[src/rtl/iq_tx_pkg.sv]
// Shared definitions for the transmit-side IQ path.
// Contents: default IQ sample width and the DAC strobe FSM state encoding.
package iq_tx_pkg;

  localparam int unsigned IQ_W_DEF = 8;

  typedef enum logic [1:0] {
    IDLE   = 2'd0,
    ASSERT = 2'd1,
    GAP    = 2'd2
  } strobe_state_e;

endpackage

[src/rtl/sample_fifo.sv]
// Small synchronous FIFO holding packed {I,Q} samples.
// Ports:
//   clk, resetn    - clock, asynchronous active-low reset (empties the FIFO)
//   i_push, i_data - write request and data; ignored while full
//   i_pop          - read request; ignored while empty
//   o_head         - entry at the read pointer (valid when not empty)
//   o_count        - registered occupancy 0..DEPTH
//   o_full/o_empty - occupancy flags derived from o_count
module sample_fifo #(
  parameter int W     = 16,
  parameter int DEPTH = 4
) (
  input  logic                       clk,
  input  logic                       resetn,
  input  logic                       i_push,
  input  logic [W-1:0]               i_data,
  input  logic                       i_pop,
  output logic [W-1:0]               o_head,
  output logic [$clog2(DEPTH+1)-1:0] o_count,
  output logic                       o_full,
  output logic                       o_empty
);

  localparam int PTR_W = $clog2(DEPTH);
  localparam int CNT_W = $clog2(DEPTH+1);

  logic [W-1:0]     r_mem [DEPTH];
  logic [PTR_W-1:0] r_wr_ptr;
  logic [PTR_W-1:0] r_rd_ptr;
  logic [CNT_W-1:0] r_count;
  logic             w_push_ok;
  logic             w_pop_ok;

  assign o_full    = (r_count == CNT_W'(DEPTH));
  assign o_empty   = (r_count == CNT_W'(0));
  assign w_push_ok = i_push && !o_full;
  assign w_pop_ok  = i_pop && !o_empty;
  assign o_head    = r_mem[r_rd_ptr];
  assign o_count   = r_count;

  // Pointer and occupancy tracking; DEPTH is a power of two so pointers wrap naturally.
  always_ff @(posedge clk or negedge resetn) begin
    if (!resetn) begin
      r_wr_ptr <= '0;
      r_rd_ptr <= '0;
      r_count  <= '0;
    end else begin
      if (w_push_ok) begin
        r_wr_ptr <= r_wr_ptr + PTR_W'(1);
      end
      if (w_pop_ok) begin
        r_rd_ptr <= r_rd_ptr + PTR_W'(1);
      end
      case ({w_push_ok, w_pop_ok})
        2'b10:   r_count <= r_count + CNT_W'(1);
        2'b01:   r_count <= r_count - CNT_W'(1);
        default: r_count <= r_count;
      endcase
    end
  end

  // Sample storage; contents are meaningless once the pointers are reset.
  always_ff @(posedge clk) begin
    if (w_push_ok) begin
      r_mem[r_wr_ptr] <= i_data;
    end
  end

endmodule

[src/rtl/dac_sample_strobe.sv]
// Buffers single-cycle modulator I/Q pulses and presents each sample to the
// DAC with a level strobe: DAC_rdy high for HIGH_CYC clocks, then low for at
// least LOW_CYC clocks before the next sample.
// Ports:
//   clk, resetn            - clock, asynchronous active-low reset
//   mod_valid/mod_i/mod_q  - modulator sample pulse and data
//   mod_ready              - FIFO not full (from registered occupancy)
//   dac_i/dac_q            - sample held for the DAC, changes only on a pop
//   DAC_rdy                - level strobe, data stable while high
//   overflow / ovf_clr     - sticky drop flag and its synchronous clear
module dac_sample_strobe
  import iq_tx_pkg::*;
#(
  parameter int IQ_W     = IQ_W_DEF,
  parameter int DEPTH    = 4,
  parameter int HIGH_CYC = 4,
  parameter int LOW_CYC  = 4
) (
  input  logic            clk,
  input  logic            resetn,
  input  logic            mod_valid,
  input  logic [IQ_W-1:0] mod_i,
  input  logic [IQ_W-1:0] mod_q,
  output logic            mod_ready,
  output logic [IQ_W-1:0] dac_i,
  output logic [IQ_W-1:0] dac_q,
  output logic            DAC_rdy,
  output logic            overflow,
  input  logic            ovf_clr
);

  localparam int CNT_W   = $clog2(DEPTH+1);
  localparam int TMR_MAX = (HIGH_CYC > LOW_CYC) ? HIGH_CYC : LOW_CYC;
  localparam int TMR_W   = $clog2(TMR_MAX+1);

  strobe_state_e       r_state;
  strobe_state_e       w_next;
  logic [TMR_W-1:0]    r_hold_cnt;
  logic [TMR_W-1:0]    r_gap_cnt;
  logic [TMR_W-1:0]    w_hold_nxt;
  logic [TMR_W-1:0]    w_gap_nxt;
  logic                w_pop;
  logic [2*IQ_W-1:0]   w_head;
  logic [CNT_W-1:0]    w_count;
  logic                w_full;
  logic                w_empty;
  logic [IQ_W-1:0]     r_dac_i;
  logic [IQ_W-1:0]     r_dac_q;
  logic                r_dac_rdy;
  logic                r_overflow;

  sample_fifo #(
    .W     (2*IQ_W),
    .DEPTH (DEPTH)
  ) u_fifo (
    .clk     (clk),
    .resetn  (resetn),
    .i_push  (mod_valid),
    .i_data  ({mod_i, mod_q}),
    .i_pop   (w_pop),
    .o_head  (w_head),
    .o_count (w_count),
    .o_full  (w_full),
    .o_empty (w_empty)
  );

  assign mod_ready = (w_count < CNT_W'(DEPTH));
  assign dac_i     = r_dac_i;
  assign dac_q     = r_dac_q;
  assign DAC_rdy   = r_dac_rdy;
  assign overflow  = r_overflow;

  // Next-state, pop and counter logic; pops only look at registered occupancy.
  always_comb begin
    w_next     = r_state;
    w_pop      = 1'b0;
    w_hold_nxt = r_hold_cnt;
    w_gap_nxt  = r_gap_cnt;
    case (r_state)
      IDLE: begin
        if (!w_empty) begin
          w_pop      = 1'b1;
          w_next     = ASSERT;
          w_hold_nxt = '0;
        end else begin
          w_next = IDLE;
        end
      end
      ASSERT: begin
        if (r_hold_cnt == TMR_W'(HIGH_CYC-1)) begin
          w_next     = GAP;
          w_hold_nxt = '0;
          w_gap_nxt  = '0;
        end else begin
          w_hold_nxt = r_hold_cnt + TMR_W'(1);
        end
      end
      GAP: begin
        if (r_gap_cnt == TMR_W'(LOW_CYC-1)) begin
          w_gap_nxt = '0;
          if (!w_empty) begin
            // Back-to-back: skip IDLE so the period is exactly HIGH_CYC+LOW_CYC.
            w_pop      = 1'b1;
            w_next     = ASSERT;
            w_hold_nxt = '0;
          end else begin
            w_next = IDLE;
          end
        end else begin
          w_gap_nxt = r_gap_cnt + TMR_W'(1);
        end
      end
      default: begin
        w_next     = IDLE;
        w_hold_nxt = '0;
        w_gap_nxt  = '0;
      end
    endcase
  end

  // State, counters and registered strobe.
  always_ff @(posedge clk or negedge resetn) begin
    if (!resetn) begin
      r_state    <= IDLE;
      r_hold_cnt <= '0;
      r_gap_cnt  <= '0;
      r_dac_rdy  <= 1'b0;
    end else begin
      r_state    <= w_next;
      r_hold_cnt <= w_hold_nxt;
      r_gap_cnt  <= w_gap_nxt;
      r_dac_rdy  <= (w_next == ASSERT);
    end
  end

  // DAC data registers load only on a pop, so they never move while DAC_rdy is high.
  always_ff @(posedge clk or negedge resetn) begin
    if (!resetn) begin
      r_dac_i <= '0;
      r_dac_q <= '0;
    end else if (w_pop) begin
      r_dac_i <= w_head[2*IQ_W-1:IQ_W];
      r_dac_q <= w_head[IQ_W-1:0];
    end else begin
      r_dac_i <= r_dac_i;
      r_dac_q <= r_dac_q;
    end
  end

  // Sticky overflow; the full test uses registered occupancy and set beats clear.
  always_ff @(posedge clk or negedge resetn) begin
    if (!resetn) begin
      r_overflow <= 1'b0;
    end else if (mod_valid && w_full) begin
      r_overflow <= 1'b1;
    end else if (ovf_clr) begin
      r_overflow <= 1'b0;
    end else begin
      r_overflow <= r_overflow;
    end
  end

endmodule

[config.mk]
export PLATFORM = sky130hd
export DESIGN_NAME = dac_sample_strobe
export DESIGN_NICKNAME = d
export VERILOG_FILES = /design/src/rtl/iq_tx_pkg.sv /design/src/rtl/sample_fifo.sv /design/src/rtl/dac_sample_strobe.sv
export SDC_FILE = /design/constraint.sdc
export NUM_CORES = 1
export LEC_CHECK = 0
export ABC_CLOCK_PERIOD_IN_PS = 6000
export CAP_MARGIN = 10
export CORE_UTILIZATION = 60
export CTS_CLUSTER_DIAMETER = 200
export DETAILED_ROUTE_END_ITERATION = 10
export PLACE_DENSITY = 0.94
export SLEW_MARGIN = 0
export SYNTH_ARGS = -nofsm -noshare
export SYNTH_HDL_FRONTEND = slang
export SYNTH_SLANG_ARGS = --single-unit
[constraint.sdc]
create_clock -name clk -period 6 [get_ports clk]
set_clock_uncertainty 0.15 [all_clocks]
set_input_delay 1.2 -clock clk [delete_from_list [all_inputs] [get_ports clk]]
set_output_delay 1.2 -clock clk [all_outputs]
set_load 0.01 [all_outputs]
# Word-level counts from Yosys, hierarchy flattened
# Memories as Yosys holds them, arrays and structs flattened. A register that Yosys moved wholly into a read port is not among the register bits.
# Index checks and enable logic that the tools add are counted.
word_totals:
  ff_bits: 17
  ram_bits: 64
  inputBits: 20
  out_inout_bits: 19
  word_cells: 57
  mem_count: 1
classes:
  n_addsub: 6
  order_cmp: 1
  eq_ne: 10
  mux: 19
  bitwise: 1
  n_reduce_logical: 11
mem_list:
  columns: ["memory", "words", "word_bits", "read_ports", "rd_clocked_by_memory_dff", "wr", "line", "rtl"]
  rows:
  - ["u_fifo.r_mem", 4, 16, 1, 1, 1, "sample_fifo.sv:27", "logic [W-1:0] r_mem [DEPTH];"]
op_table:
  columns: ["op", "count"]
  rows:
  - ["3-bit case mux with 3 select lines", 2]
  - ["3-bit 2-to-1 mux", 5]
  - ["3-bit by 1-bit adder with 3-bit output, second input constant", 3]
  - ["1-bit 2-to-1 mux", 7]
  - ["2-bit by 1-bit == test with 1-bit output, second input constant", 3]
  - ["3-bit by 2-bit == test with 1-bit output, second input constant", 2]
  - ["2-bit case mux with 3 select lines", 1]
  - ["3-bit case mux with 2 select lines", 1]
  - ["2-bit by 1-bit adder with 2-bit output, second input constant", 2]
  - ["2-bit == test, second input constant", 2]
  - ["2-bit 2-to-1 mux", 2]
  - ["2-bit != test, second input constant", 2]
  - ["2-bit nonzero test", 2]
  - ["3-bit == test, second input constant", 1]
  - ["1-bit logical AND", 3]
  - ["1-bit zero test", 3]
  - ["3-bit zero test", 1]
  - ["3-bit < comparator, second input constant", 1]
  - ["3-bit by 1-bit subtractor with 3-bit output, second input constant", 1]
  - ["2-bit zero test", 1]
  - ["1-bit case mux with 2 select lines", 1]
  - ["2-bit AND reduction", 1]
  - ["1-bit NOT", 1]

# Logic depth before layout (Yosys ltp)
# Gate-level depths: netlist (run 1).
depth:
  word_depth: 7
  depth_mapped: 10
  mapped_depth_nobuf: 9

# Hierarchy
# Synthesis (run 1) repeated with hierarchy kept, for this count alone.
hier_totals:
  hier_cells: 196
  area_unflattened_um2: 3867.5
modules_own_cells:
  columns: ["module", "n_inst", "cells_each", "area_each_um2", "seq_area_each_um2"]
  rows:
  - ["sample_fifo", 1, 121, 2775.2, 2097.0]
  - ["dac_sample_strobe", 1, 75, 1092.3, 650.6]

# Worst setup path before layout (run 1)
# Ideal clock, no wire load.
synth_path:
  kind: "input-to-reg"
  from: "input mod_valid"
  to: "register u_fifo.r_count[2], in the netlist u_fifo.o_count[2]"
  setup_ns: 0.124
  arrival_ns: 2.351
  required_time_ns: 5.726
  slack_ns: 3.375
  path_stages: 8
  path_buffers: 0
  cell_sequence: "a21boi_1 inv_1 ha_1 inv_1 fa_1 xor2_1 nor2_1 xnor2_1"
synth_between:
  elab_chain_cells: 3
  elab_cells_between_ends: 5
  cone_classes: "2 x eq/ne; 1 x mux; 2 x reduce/logical"
synth_rtl:
  columns: ["element", "line", "rtl"]
  rows:
  - ["start: declaration", "dac_sample_strobe.sv:21", "input logic mod_valid,"]
  - ["1-bit logical AND (*)", "sample_fifo.sv:36", "assign w_push_ok = i_push && !o_full;"]
  - ["2-bit by 1-bit == test with 1-bit output / 2-bit == test (equally long branches)", "sample_fifo.sv:54", "case ({w_push_ok, w_pop_ok})"]
  - ["3-bit case mux with 2 select lines / 2-bit nonzero test (equally long branches)", null, null]
  - ["end signal: assignment", "sample_fifo.sv:55", "2'b10: r_count <= r_count + CNT_W'(1);"]
  - ["end signal: assignment", "sample_fifo.sv:56", "2'b01: r_count <= r_count - CNT_W'(1);"]
  - ["end signal: assignment", "sample_fifo.sv:57", "default: r_count <= r_count;"]
  - ["end: declaration", "sample_fifo.sv:30", "logic [CNT_W-1:0] r_count;"]
# Every way passes the cells marked *; elsewhere a longest branch is shown, timed or not.
# A chain may end at the register's enable or synchronous reset.

# Worst setup path after layout (run 1)
layout_path:
  from: "input mod_valid"
  to: "memory u_fifo.r_mem[3][13] (enable)"
layout_between:
  elab_chain_cells: 3
layout_rtl:
  columns: ["element", "line", "rtl"]
  rows:
  - ["1-bit logical AND", "sample_fifo.sv:36", null]
  - ["1-bit 2-to-1 mux", "sample_fifo.sv:64", "if (w_push_ok) begin"]
  - ["1-bit 2-to-1 mux (not written as such)", "sample_fifo.sv:65", "r_mem[r_wr_ptr] <= i_data;"]
  - ["end: declaration", "sample_fifo.sv:27", null]
# No other way between the ends.

==> results.md, run 1 <==
- Ys Warns: 0
- Postcts setup bufs: 0
- # DRC: 0
- Count of final max-slew check failures: 0
- Antenna Nets Post-Route: 0
- Fin nets: 275
- Hold-critical path depth: 1
- Sequential Area: 2748 sq um
- Max transition margin: 32.01%
- Initial core utilization: 63.63%
- Seq/Total Area, Yosys: 71.25%
- Clk slew on worst S/H paths: 0.09 ns
- Post-route minimum period: 3.087 ns
- Max-capacitance violation count: 0
- Vias in the first global route: 1894
- Placer Congestion: 0.7524
- Adder-cell share of the synthesized area: 2.790%
- Via count: 1883
- Post-CTS sizing: 0
- Xor/xnor share of the synthesized area: 1.363%
- Worst reg-to-reg path cell count: 10
- CTS tree: yes
- Maximum clock frequency: 323.9 MHz
- Diode count: 0
- RSZ-0062 raised after global routing: false
- Largest family of logic cells by synthesized area: multiplexers
- Via density: 5.758
- Initial DRC count: 105
- Syn_area_per_cell: 18.90 sq um
- Area of the multi-input gates: 1016 sq um
- Status: finished clean
- Pre-CTS setup slack: 2.537 ns
- Area growth syn-to-layout: 15.70%
- Hold slack: 0.3383 ns
- WS Path Type: in2reg
- Antenna violations before repair: 0
- Pre-antenna DRT Iters: 6
- WL final: 6.233 mm
- Worst Path Required: 5.83 ns
- Final TNS setup: 0 ns
- Leading cell types in the layout, fill and taps excluded: edfxtp_1, clkdlybuf4s50_1, dfrtp_1, inv_1, clkbuf_8
- CTS Hold Bufs: 0
- Seq cells post-synth: 97
- Ports: 39
- Mapped Cells: 204
- # rows: 28
- Critical path fanouts, max: 16
- P_leak: 1.665 nW
- CTS Sinks: 97
- Clock tree buffer depth: 2
- Simple-Gate Fraction of Synth Area: 3.147%
- First-pass GRT wire length: 9.742 mm
- Final WS setup: 2.913 ns
- Number of CTS-inserted buffers: 9
- Mux cell area share after synthesis: 16.09%
- Final Cycle Share: 51.46%
- PD cells: 495.0 nW/um^2
- Core area: 6061 sq um
- Die H: 82.17 microns
- IO buf count: 38
- Full die area: 6752 sq um
- Syn_nets: 232
- Final Hold Vio Count: 0
- Post-synth cell types: 33
- CP arrival: 2.92 ns
- Setup violations, final: 0
- Startpoint Class: primary input
- Overall Power: 2.208 mW
- Endpoint type of the worst setup path: register
- Compound-cell area share of the yosys netlist: 2.758%
- Hold WC Path Type: reg2reg
- Commonest non-fill, non-tap cell in the layout: edfxtp_1
- Mapped Area: 3856 sq um
- DP Wirelength: 4.063 mm
- Largest net degree at the start of global routing: 34
- H-tree depth: 3
- Gr usage total: 21.21%
- Wire length per cell: 19.06 microns
- Die width: 82.17 microns
- Root Buffer: clkbuf_8
- Peak supply drop: 0.3046 mV
- Clock Latency Late Sink: 0.35 ns
- Share of layout cells above drive strength 1: 16.67%
- # fillers: 377
- Grt ovf: 0
- Pin slew with the least headroom to its limit: 1.020 ns
[layout make-up]
| cell class | instances | share of cell area (%) |
|---|---|---|
| clock inverters | 5 | 0.8974 |
| well taps | 75 | 2.103 |
| repair buffers | 40 | 8.861 |
| clock buffers | 11 | 2.944 |
| inverters | 10 | 0.8413 |
| multi-input cells | 89 | 22.77 |
| flip-flops and latches | 97 | 61.58 |
[power by group]
part | switching [mW] | internal, mW | leakage (nW) | total, mW
Combinational | 0.318 | 0.444 | 0.607 | 0.762
Sequential | 0.154 | 0.920 | 0.981 | 1.07
Clock | 0.219 | 0.154 | 0.0766 | 0.373
Total | 0.690 | 1.52 | 1.66 | 2.21
[stage by stage]
step,cells,cell area [sq um],util (%)
after floorplan,204,3856,-
after global placement,311,4290,70.79
after detailed placement,311,4290,70.79
after CTS,327,4462,73.62
after global routing,327,4462,73.62
final,327,4462,73.62
[kinds of logic (layout without fill, tap and decap cells)]
family | after synthesis | after routing
flip-flops | 97 | 97
multiplexers | 34 | 34
AND/OR/NAND/NOR | 24 | 24
buffers and inverters | 18 | 66
AO/OA/AOI/OAI | 17 | 17
adder cells (fa/ha/maj) | 8 | 8
XOR/XNOR | 6 | 6
[routing by layer]
| metal | GRT usage [%] | share of wire [%] | wire (microns) |
|---|---|---|---|
| met1 | 27.11 | 43 | 2653 |
| met2 | 35.54 | 52 | 3253 |
| met3 | 4.945 | 4.1 | 254 |
| met4 | 8.246 | 1.2 | 72 |
| met5 | 0 | 0 | 0 |
[state kept, by name, summed over array words and instances, names as in the netlist]
signal,cells
dac_q,8
DAC_rdy,1
dac_i,8
u_fifo.o_count,3
r_gap_cnt,3
r_hold_cnt,3
u_fifo.r_mem,64
u_fifo.r_wr_ptr,2
u_fifo.r_rd_ptr,2
r_state,2
overflow,1
[path summary, 6_finish.rpt]
path                               from             endpoint  slack, ns
setup / recovery              mod_valid  u_fifo.r_mem[3][13]       2.91
hold / removal             r_gap_cnt[2]         r_gap_cnt[2]       0.34
setup reg to reg           r_gap_cnt[0]    u_fifo.o_count[2]       3.37
hold reg to reg            r_gap_cnt[2]         r_gap_cnt[2]       0.34
max in group asynchronous        resetn             dac_i[2]       4.28
min in group asynchronous        resetn             dac_i[7]       1.11
[synth_stat cells]
| cell | count | share of area [%] |
|---|---|---|
| inv_1 | 10 | 0.97 |
| a21oi_1 | 3 | 0.39 |
| nand2b_2 | 1 | 0.23 |
| nand2_1 | 7 | 0.68 |
| and2_1 | 4 | 0.65 |
| clkbuf_1 | 3 | 0.29 |
| o21ai_0 | 7 | 0.91 |
| mux4_2 | 8 | 4.7 |
| edfxtp_1 | 64 | 50 |
| ha_1 | 7 | 2.3 |
| xnor2_1 | 4 | 0.91 |
| xor2_1 | 2 | 0.45 |
| a21o_1 | 3 | 0.58 |
| dfrtp_1 | 33 | 21 |
| nand3_1 | 3 | 0.39 |
| a21boi_1 | 1 | 0.19 |
| nor2_1 | 4 | 0.39 |
| fa_1 | 1 | 0.52 |
| nand3b_1 | 1 | 0.19 |
| mux2i_1 | 2 | 0.52 |
| mux2_4 | 8 | 3.1 |
| o21a_1 | 1 | 0.19 |
| nor2b_1 | 2 | 0.32 |
| a31oi_1 | 1 | 0.16 |
| mux2_2 | 8 | 2.3 |
| buf_2 | 1 | 0.13 |
| nor3_1 | 1 | 0.13 |
| buf_12 | 1 | 0.52 |
| mux4_1 | 8 | 5.5 |
| buf_4 | 2 | 0.39 |
| a211oi_2 | 1 | 0.32 |
| nand2b_1 | 1 | 0.16 |
| buf_6 | 1 | 0.29 |
[critical path, cell delays in order]
cell and delay (ns):
clkdlybuf4s50_1 0.48, a21boi_1 0.47, and2_1 0.76
Note: power is estimated with default switching activity, not from simulation.
==> run 2, diff against run 1 <==
--- a/config.mk
+++ b/config.mk
@@ -5,12 +5,12 @@
 export SDC_FILE = /design/constraint.sdc
 export NUM_CORES = 1
 export LEC_CHECK = 0
-export ABC_CLOCK_PERIOD_IN_PS = 6000
+export ABC_CLOCK_PERIOD_IN_PS = 2630
 export CAP_MARGIN = 10
-export CORE_UTILIZATION = 60
+export CORE_UTILIZATION = 51
 export CTS_CLUSTER_DIAMETER = 200
 export DETAILED_ROUTE_END_ITERATION = 10
-export PLACE_DENSITY = 0.94
+export PLACE_DENSITY = 0.87
 export SLEW_MARGIN = 0
 export SYNTH_ARGS = -nofsm -noshare
 export SYNTH_HDL_FRONTEND = slang
==> constraint.sdc (replaced) <==
create_clock -name clk -period 2.63 [get_ports clk]
set_clock_uncertainty 0.15 [all_clocks]
set_input_delay 0.526 -clock clk [delete_from_list [all_inputs] [get_ports clk]]
set_output_delay 0.526 -clock clk [all_outputs]
set_load 0.01 [all_outputs]
==> run 2 against run 1 <==
Effect of this change: register-to-register slack got worse by 3.0 ns; setup slack got worse by 2.5 ns; design area up 2.1%; sequential power up 120%; clock power increased by 140%; cell count up 9.5%; critical path type is now reg2reg; sequential cell count unchanged; global-route usage down 4.3 points.
==> results.md, run 2 (synthesized netlist as in run 1, its figures left out) <==
- Status: finished clean (unchanged)
- Number of CTS-inserted buffers: 9 (unchanged)
- Setup violations, final: 0 (unchanged)
- Grt ovf: 0 (unchanged)
- Full die area: 7913 sq um (was 6752 sq um)
- Clock Latency Late Sink: 0.35 ns (about the same)
- Max FFs per register: 64 (unchanged)
- Post-route minimum period: 2.256 ns
- Postcts setup bufs: 0 (unchanged)
- Commonest non-fill, non-tap cell in the layout: edfxtp_1 (unchanged)
- Cell Int Power: 3.576 mW (was 1.519 mW)
- Max incr delay on CP: 0.40 ns (was 0.76 ns)
- # fillers: 525 (was 377)
- Vias in the first global route: 1831 (was 1894)
- Placer Congestion: 0.7339 (was 0.7524)
- Final TNS setup: 0 ns (unchanged)
- Core area: 7292 sq um (was 6061 sq um)
- # DRC: 0 (unchanged)
- Clock Power Share: 17.3% (was 16.9%)
- Leading cell types in the layout, fill and taps excluded: edfxtp_1, clkdlybuf4s50_1, dfrtp_1, clkbuf_8, inv_1 (was edfxtp_1, clkdlybuf4s50_1, dfrtp_1, inv_1, clkbuf_8)
- First-pass GRT wire length: 9.377 mm (was 9.742 mm)
- # rows: 31 (was 28)
- Most used cell, CP: ha_1
- PD cells: 1117 nW/um^2 (was 495.0 nW/um^2)
- CTS tree: yes (unchanged)
- Via count: 1851 (was 1883)
- Post-Layout Inst Area: 4557 sq um (was 4462 sq um)
- Largest net degree at the start of global routing: 34 (unchanged)
- P_leak: 1.721 nW (was 1.665 nW)
- Sequential share of power: 46.4% (was 48.6%)
- Ports: 39 (unchanged)
- Final Hold Vio Count: 0 (unchanged)
- Peak supply drop: 0.3900 mV (was 0.3046 mV)
- Gr usage total: 16.91% (was 21.21%)
- Antenna Nets Post-Route: 0 (unchanged)
- Maximum clock frequency: 443.3 MHz
- Clock tree buffer depth: 2 (unchanged)
- Area growth syn-to-layout: 18.17% (was 15.70%)
- Pre-antenna DRT Iters: 4 (was 6)
- Worst Path Required: 2.76 ns (was 5.83 ns)
- Max-capacitance violation count: 0 (unchanged)
- Net switching power: 1.515 mW (was 689.9 uW)
- Max transition margin: 51.39% (was 32.01%)
- Initial DRC count: 82 (was 105)
- Cell Chain, Critical Path: ha_1 -> nand2b_2 -> a211oi_4 -> ha_1 -> inv_1 -> fa_1 -> xor2_1 -> nor2_1 -> xnor2_1 (was clkdlybuf4s50_1 -> a21boi_1 -> and2_1)
- Fin nets: 282 (was 275)
- CTS Hold Bufs: 0 (unchanged)
- WS Path Type: reg2reg (was in2reg)
- Hold-critical path depth: 1 (unchanged)
- CP arrival: 2.38 ns (was 2.92 ns)
- Pin slew with the least headroom to its limit: 0.7292 ns (was 1.020 ns)
- Share of layout cells above drive strength 1: 18.92% (was 16.67%)
- Comb pwr share: 36.3% (was 34.5%)
- Placed inst area: 4373 sq um (was 4290 sq um)
- Critical path fanouts, max: 5 (was 16)
- Die width: 88.96 microns (was 82.17 microns)
- DP Wirelength: 3.907 mm (was 4.063 mm)
- Hold WC Path Type: reg2reg (unchanged)
- Diode count: 0 (unchanged)
- WL final: 5.921 mm (was 6.233 mm)
- CP max-delay cell: dfrtp_1 (was and2_1)
- Startpoint Class: register (was primary input)
- Via density: 5.170 (was 5.758)
- Final Cycle Share: 85.78%
- IO buf count: 38 (unchanged)
- H-tree depth: 3 (unchanged)
- CTS Sinks: 97 (unchanged)
- Worst reg-to-reg path cell count: 9 (was 10)
- Final Util: 62.49% (was 73.62%)
- Root Buffer: clkbuf_8 (unchanged)
- Post-CTS sizing: 0 (unchanged)
- Endpoint type of the worst setup path: register (unchanged)
- Most flops, register: u_fifo.r_mem (unchanged)
- Initial core utilization: 52.88% (was 63.63%)
- Switching Share: 29.76% (was 31.24%)
- Antenna violations before repair: 0 (unchanged)
- Wire length per cell: 16.54 microns (was 19.06 microns)
- Top delay family on crit path: adder cells (was simple AND/OR/NAND/NOR gates)
- Buf+Inv Stages, Crit Path: 1 (unchanged)
- Count of final max-slew check failures: 0 (unchanged)
- Clk slew on worst S/H paths: 0.09 ns (about the same)
- Critical path depth: 9 (was 3)
- RSZ-0062 raised after global routing: false (unchanged)
- Die H: 88.96 microns (was 82.17 microns)
## run 2: power groups by stage
stage | Combinational (mW) | Clock (mW) | Sequential (mW)
after floorplan | 1.29 | 0 | 2.34
after global placement | 1.80 | 0 | 2.38
after detailed placement | 1.87 | 0 | 2.41
after CTS | 1.88 | 0.905 | 2.37
after global routing | 2.02 | 0.960 | 2.42
final | 1.85 | 0.879 | 2.36
## run 2: area by class of cell
| type | count | area [sq um] | area share (%) |
|---|---|---|---|
| flip-flops and latches | 97 | 2748 | 60.30 |
| multi-input cells | 89 | 1016 | 22.30 |
| repair buffers | 47 | 447.9 | 9.830 |
| clock buffers | 14 | 172.7 | 3.789 |
| well taps | 99 | 123.9 | 2.718 |
| inverters | 10 | 37.54 | 0.8237 |
| clock inverters | 2 | 11.26 | 0.2471 |
## run 2: final timing paths
path                              startpoint           endpoint  slack, ns
worst max-delay path            r_gap_cnt[0]  u_fifo.o_count[2]       0.37
worst min-delay path            r_gap_cnt[2]       r_gap_cnt[2]       0.33
worst max register to register  r_gap_cnt[0]  u_fifo.o_count[2]       0.37
worst min register to register  r_gap_cnt[2]       r_gap_cnt[2]       0.33
max in group asynchronous             resetn           dac_q[1]       1.58
min in group asynchronous             resetn           dac_q[0]       0.43
## run 2: routing by layer
layer	part of all wire, %	global-route usage, %
met1	42	20.83
met2	51	28.32
met3	4.6	5.078
met4	1.8	6.926
met5	0	0
## run 2: stage by stage
stage	worst slack, ns	hold WS (ns)	std cells	power [mW]
after global routing	0.2368	0.3723	358	5.402
after global placement	0.2868	0.3121	342	4.172
after floorplan	0.3029	0.08041	204	3.627
final	0.3741	0.3348	358	5.091
after detailed placement	0.2398	0.3223	342	4.279
after CTS	0.3540	0.3426	358	5.160
